===== config.mk =====
export PLATFORM = sky130hd
export DESIGN_NAME = nx_ram_1rw_ctrl
export DESIGN_NICKNAME = d
export VERILOG_FILES = /design/src/rtl/nx_ram_1rw_ctrl.sv
export SDC_FILE = /design/constraint.sdc
export NUM_CORES = 1
export LEC_CHECK = 0
export BUFFER_PORTS_ARGS = -buffer_cell sky130_fd_sc_hd__buf_2
export CAP_MARGIN = 20
export CELL_PAD_IN_SITES_DETAIL_PLACEMENT = 0
export CELL_PAD_IN_SITES_GLOBAL_PLACEMENT = 1
export CORE_AREA = 2 2 163 165
export CTS_CLUSTER_DIAMETER = 60
export CTS_CLUSTER_SIZE = 28
export DETAILED_ROUTE_END_ITERATION = 6
export DIE_AREA = 0 0 165 167
export GPL_TIMING_DRIVEN = 0
export PLACE_DENSITY_LB_ADDON = 0.2
export SLEW_MARGIN = 20
export SYNTH_ARGS = -nofsm -noshare
export SYNTH_HDL_FRONTEND = slang
export SYNTH_SLANG_ARGS = --single-unit

===== constraint.sdc =====
create_clock -name clk -period 2.05 [get_ports clk]
set_input_delay 0.205 -clock clk [delete_from_list [all_inputs] [get_ports clk]]
set_output_delay 0.205 -clock clk [all_outputs]
set_load 0.02 [all_outputs]

===== src/rtl/nx_ram_1rw_ctrl.sv =====
// nx_ram_1rw_ctrl: write/read request arbiter and response buffer in front
// of a single-port 1rw RAM with one-cycle registered read data.
// Optional feature macro NX_RAM_1RW_CTRL_INIT_EN adds a post-reset zero
// sweep of the whole array; without it the controller resets into IDLE.
module nx_ram_1rw_ctrl #(
  parameter int WIDTH = 64,
  parameter int DEPTH = 256,
  localparam int AW = (DEPTH > 1) ? $clog2(DEPTH) : 1
) (
  input  logic             clk,
  input  logic             rst_n,
  input  logic             wr_valid,
  output logic             wr_ready,
  input  logic [AW-1:0]    wr_addr,
  input  logic [WIDTH-1:0] wr_data,
  input  logic [WIDTH-1:0] wr_bwe,
  input  logic             rd_valid,
  output logic             rd_ready,
  input  logic [AW-1:0]    rd_addr,
  output logic             rsp_valid,
  input  logic             rsp_ready,
  output logic [WIDTH-1:0] rsp_data,
  output logic             init_done,
  output logic             oob_err,
  output logic             ram_cs,
  output logic             ram_we,
  output logic [AW-1:0]    ram_add,
  output logic [WIDTH-1:0] ram_din,
  output logic [WIDTH-1:0] ram_bwe,
  input  logic [WIDTH-1:0] ram_dout
);

  logic             in_init;
  logic             idle;
  logic [AW-1:0]    init_addr;
  logic             wr_oob;
  logic             rd_oob;
  logic             rd_elig;
  logic             wr_grant;
  logic             rd_grant;
  logic             last_rd_q;
  logic             rd_vld_p1;
  logic             rd_oob_p1;
  logic [WIDTH-1:0] fifo_mem [2];
  logic             wptr_q;
  logic             rptr_q;
  logic [1:0]       fifo_cnt_q;
  logic             push;
  logic             pop;
  logic [WIDTH-1:0] push_data;

`ifdef NX_RAM_1RW_CTRL_INIT_EN
  typedef enum logic {ST_INIT, ST_IDLE} state_t;
  state_t        state_q;
  state_t        state_d;
  logic [AW-1:0] init_cnt_q;

  // State register and sweep address counter; every reset restarts the sweep at 0.
  always_ff @(posedge clk or negedge rst_n) begin
    if (!rst_n) begin
      state_q    <= ST_INIT;
      init_cnt_q <= '0;
    end else begin
      state_q <= state_d;
      if (state_q == ST_INIT) init_cnt_q <= init_cnt_q + AW'(1);
    end
  end

  // Leave INIT once the last word of the array has been written.
  always_comb begin
    state_d = state_q;
    if (state_q == ST_INIT && init_cnt_q == AW'(DEPTH - 1)) state_d = ST_IDLE;
  end

  assign in_init   = rst_n && (state_q == ST_INIT);
  assign idle      = rst_n && (state_q == ST_IDLE);
  assign init_done = (state_q == ST_IDLE);
  assign init_addr = init_cnt_q;
`else
  assign in_init   = 1'b0;
  assign idle      = rst_n;
  assign init_done = 1'b1;
  assign init_addr = '0;
`endif

  assign wr_oob = ({1'b0, wr_addr} >= (AW+1)'(DEPTH));
  assign rd_oob = ({1'b0, rd_addr} >= (AW+1)'(DEPTH));

  // Credit rule: a read may only start if its response has a guaranteed buffer slot.
  assign rd_elig  = (({1'b0, rd_vld_p1} + fifo_cnt_q) < 2'd2);
  assign wr_ready = idle && !(rd_valid && rd_elig && !last_rd_q);
  assign rd_ready = idle && rd_elig && !(wr_valid && last_rd_q);
  assign wr_grant = wr_valid && wr_ready;
  assign rd_grant = rd_valid && rd_ready;
  assign oob_err  = (wr_grant && wr_oob) || (rd_grant && rd_oob);

  // RAM port driven straight from the sweep or the granted request.
  always_comb begin
    ram_cs  = 1'b0;
    ram_we  = 1'b0;
    ram_add = '0;
    ram_din = '0;
    ram_bwe = '0;
    if (in_init) begin
      ram_cs  = 1'b1;
      ram_we  = 1'b1;
      ram_add = init_addr;
      ram_bwe = '1;
    end else if (wr_grant) begin
      ram_cs  = !wr_oob;
      ram_we  = 1'b1;
      ram_add = wr_addr;
      ram_din = wr_data;
      ram_bwe = wr_bwe;
    end else if (rd_grant) begin
      ram_cs  = !rd_oob;
      ram_add = rd_addr;
    end
  end

  // Stage p0 -> p1: remember a granted read until its RAM data arrives; track last grant.
  always_ff @(posedge clk or negedge rst_n) begin
    if (!rst_n) begin
      rd_vld_p1 <= 1'b0;
      rd_oob_p1 <= 1'b0;
      last_rd_q <= 1'b1;
    end else begin
      rd_vld_p1 <= rd_grant;
      rd_oob_p1 <= rd_grant && rd_oob;
      if (wr_grant || rd_grant) last_rd_q <= rd_grant;
    end
  end

  assign push      = rd_vld_p1;
  assign push_data = rd_oob_p1 ? '0 : ram_dout;
  assign pop       = rsp_valid && rsp_ready;

  // Stage p1 -> response buffer: two-entry FIFO whose head is the response output.
  always_ff @(posedge clk or negedge rst_n) begin
    if (!rst_n) begin
      fifo_mem[0] <= '0;
      fifo_mem[1] <= '0;
      wptr_q      <= 1'b0;
      rptr_q      <= 1'b0;
      fifo_cnt_q  <= '0;
    end else begin
      if (push) begin
        fifo_mem[wptr_q] <= push_data;
        wptr_q           <= !wptr_q;
      end
      if (pop) rptr_q <= !rptr_q;
      fifo_cnt_q <= fifo_cnt_q + 2'(push) - 2'(pop);
    end
  end

  assign rsp_valid = (fifo_cnt_q != 2'd0);
  assign rsp_data  = fifo_mem[rptr_q];

endmodule


==> impl_metrics.tcl <==
set metrics [dict create \
    drt_iter0_drc 245 \
    period_needed_ps 2320 \
    synth.area.mux_share_pct 31.9 \
    clk_pin_slew_ps 60 \
    via_per_inst 4.44 \
    layout-drive-gt1-share_pct 80.9 \
    layout_common_cells "buf_2 (293), mux2_2 (192), buf_6 (139)" \
    layout_commonest_cell "buf_2" \
    start_kind "register" \
    synthXorXnorAreaFrac_pct 0.628 \
    maxCapViolCount 0 \
    timing.hold.ws_ps -305 \
    synth_top_family_by_area "multiplexers" \
    endpoint_kind "primary output" \
    first_global_vias 6255 \
    cell_internal_pwr_mw 9.57 \
    ctsHtreeMaxLevel 4 \
    relSlewSlack_pct 61.8 \
    ys.flop_type "dfrtp_1" \
    status "finished, violations left" \
    p_seq_share_pct 30.2 \
    switchingPower_mw 5.66 \
    synthSimpleGateAreaFrac_pct 12.6 \
    antenna_found_initial 10 \
    antenna_left 0 \
    switching_share_pct 37.2 \
    p_total_mw 15.2 \
    rsz0062_at_grt "yes" \
    grt_pass1_wl_um 43400 \
    cts_tree "built" \
    path_class "reg2out" \
    drcViolationCount 0 \
    synth_edf_count 0 \
    leakagePower_nw 5.60 \
    ioPinCount 420 \
    gp_congestion 0.852 \
    fmax_mhz 432 \
    initial_core_util_pct 26.3 \
    core_sq_um 25800 \
    numCtsBuffers 17 \
    power.density_nw_per_um2 1340 \
    synth_cell_types 24 \
    cts_buffer_depth 2 \
    r2r-start "push" \
    ys_seq_elements 134 \
    wl_um 30600 \
    grt_overflow 0 \
    synth_compound_area_share_pct 1.55 \
    regToRegEndpoint "fifo_mem[13]" \
    p_comb_share_pct 50.7 \
    setup_viol_count_final 137 \
    synth_nets 739 \
    portBuffers 417 \
    hp-class "in2async" \
    worst_clock_skew_ps 11.3 \
    grt_max_degree 72 \
    synthArstFlopShare_pct 100 \
    peakVddDrop_v 0.000828 \
    layout_setup_ws_ps -266 \
    cts_sinks 134 \
    fin_util_pct 44.3 \
    syn-mean-instance-area_sq_um 12.9 \
    synth_fa_ha_area_share_pct 0.369 \
    nets 1194 \
    p_clk_share_pct 19.1 \
    reg2regPathDepth 4 \
    syn-instance-count 524 \
    worst_pin_slew_ps 572 \
    fin_tns_setup_ps -24800 \
    failed_checks "negative hold slack, negative setup slack" \
    die_w_um 165 \
    area_delta_synth_final_pct 68.4 \
    cts-root-buf "clkbuf_16" \
    grt_usage_pct 22.0 \
    syn_area_sq_um 6780 \
    required_ps 1850 \
    wire_per_inst_um 22.9 \
    timing.final.crit_share_pct 113 \
    r2r_slack_ps 150 \
    clkLatencyLatePin_ps 420 \
    yosys_warnings 0 \
    hold_viol_final 69 \
    dieArea_sq_um 27600 \
    rows 59 \
    die_h_um 167 \
    vias 5922 \
    worstPathArrival_ps 2110 \
    dp_hpwl_um 24500 \
    synth_seq_area_share_pct 49.5 \
    crit_fanout 9 \
    dr.pass1.iters 4 \
    drv_slew 0 \
]
-- power by group through the flow --
stage | Sequential, mW | Clock (mW) | Combinational, mW
6_report | 4.60 | 2.91 | 7.72
5_1_grt | 4.79 | 3.12 | 8.26
4_1_cts | 4.61 | 2.99 | 7.74
3_5_place_dp | 4.63 | 0 | 6.96
3_3_place_gp | 4.61 | 0 | 6.93
2_1_floorplan | 4.45 | 0 | 4.86
-- routing by layer --
layer / vias up / GRT usage [%] / wire (um)
li1: 2699 / - / -
met1: 2955 / 26.9 / 12300
met2: 236 / 36.0 / 15200
met3: 32 / 6.77 / 2430
met4: 0 / 9.04 / 745
met5: - / 0 / 0
-- final cells by class --
cell class / instances / area (sq um)
Fill cell: 2543 / 14400
Multi-Input combinational cell: 348 / 3470
Sequential cell: 134 / 3350
Timing Repair Buffer: 438 / 3200
Clock buffer: 21 / 480
Tap cell: 335 / 419
Buffer: 36 / 354
Clock inverter: 11 / 88.8
Antenna cell: 7 / 17.5
Inverter: 4 / 15.0
-- kinds of logic (layout without fill, tap and decap cells) --
| group | Yosys count | after routing |
|---|---|---|
| muxes | 192 | 192 |
| and+or+nand+nor | 137 | 137 |
| DFF | 134 | 134 |
| buffers and inverters | 42 | 510 |
| AOI/OAI and AO/OA | 11 | 11 |
| xor gates and xnor gates | 4 | 4 |
| adders and majority gates | 2 | 2 |
| other | 2 | 9 |
-- flip-flops by register name, summed over array words and instances, names as in the netlist --
| signal | cells |
|---|---|
| wptr_q | 1 |
| rptr_q | 1 |
| fifo_mem | 128 |
| push | 1 |
| last_rd_q | 1 |
| fifo_cnt_q | 2 |
-- synth_stat cells (all sizes together) (3+ instances only) --
cell type / n / area, sq um
a22o: 8 / 70.1
buf: 26 / 154
mux2: 192 / 2160
nand2: 3 / 11.3
and2: 129 / 807
inv: 4 / 15.0
dfrtp: 133 / 3330
clkbuf: 12 / 58.8
-- critical path: stages, from the launching register on --
cell	delay (ps)
dfrtp_1	410
ha_4	190
xnor2_4	150
a31oi_4	240
buf_6	140
buf_12	130
clkbuf_8	140
and2_4	170
buf_6	120
-- stage by stage --
stage	cells	area, sq um	setup WS (ps)
after floorplan	524	6780	274
after global placement	1276	9280	-2580
after detailed placement	1277	9320	-556
after CTS	1328	11300	-245
after global routing	1332	11400	-345
final	1334	11400	-266
-- worst max path at each step --
stage                   to          start  cells past startpoint
2_1_floorplan   ram_add[6]           push                      6
3_3_place_gp   ram_din[43]          rst_n                      7
3_5_place_dp   ram_din[43]          rst_n                      8
4_1_cts         ram_add[6]  fifo_cnt_q[0]                      8
5_1_grt        ram_din[10]           push                      8
6_report        ram_bwe[4]           push                      8
-- repair_timing --
item / 4_1_cts / 5_1_grt
gates cloned: 11 / 0
endpoints found under the hold margin: 69 / 69
pin swaps: 48 / 4
gates resized for setup: 403 / 30
buffers inserted: 8 / 2
endpoints found under the setup margin: 198 / 169
Power figures use the tool's default switching activity.
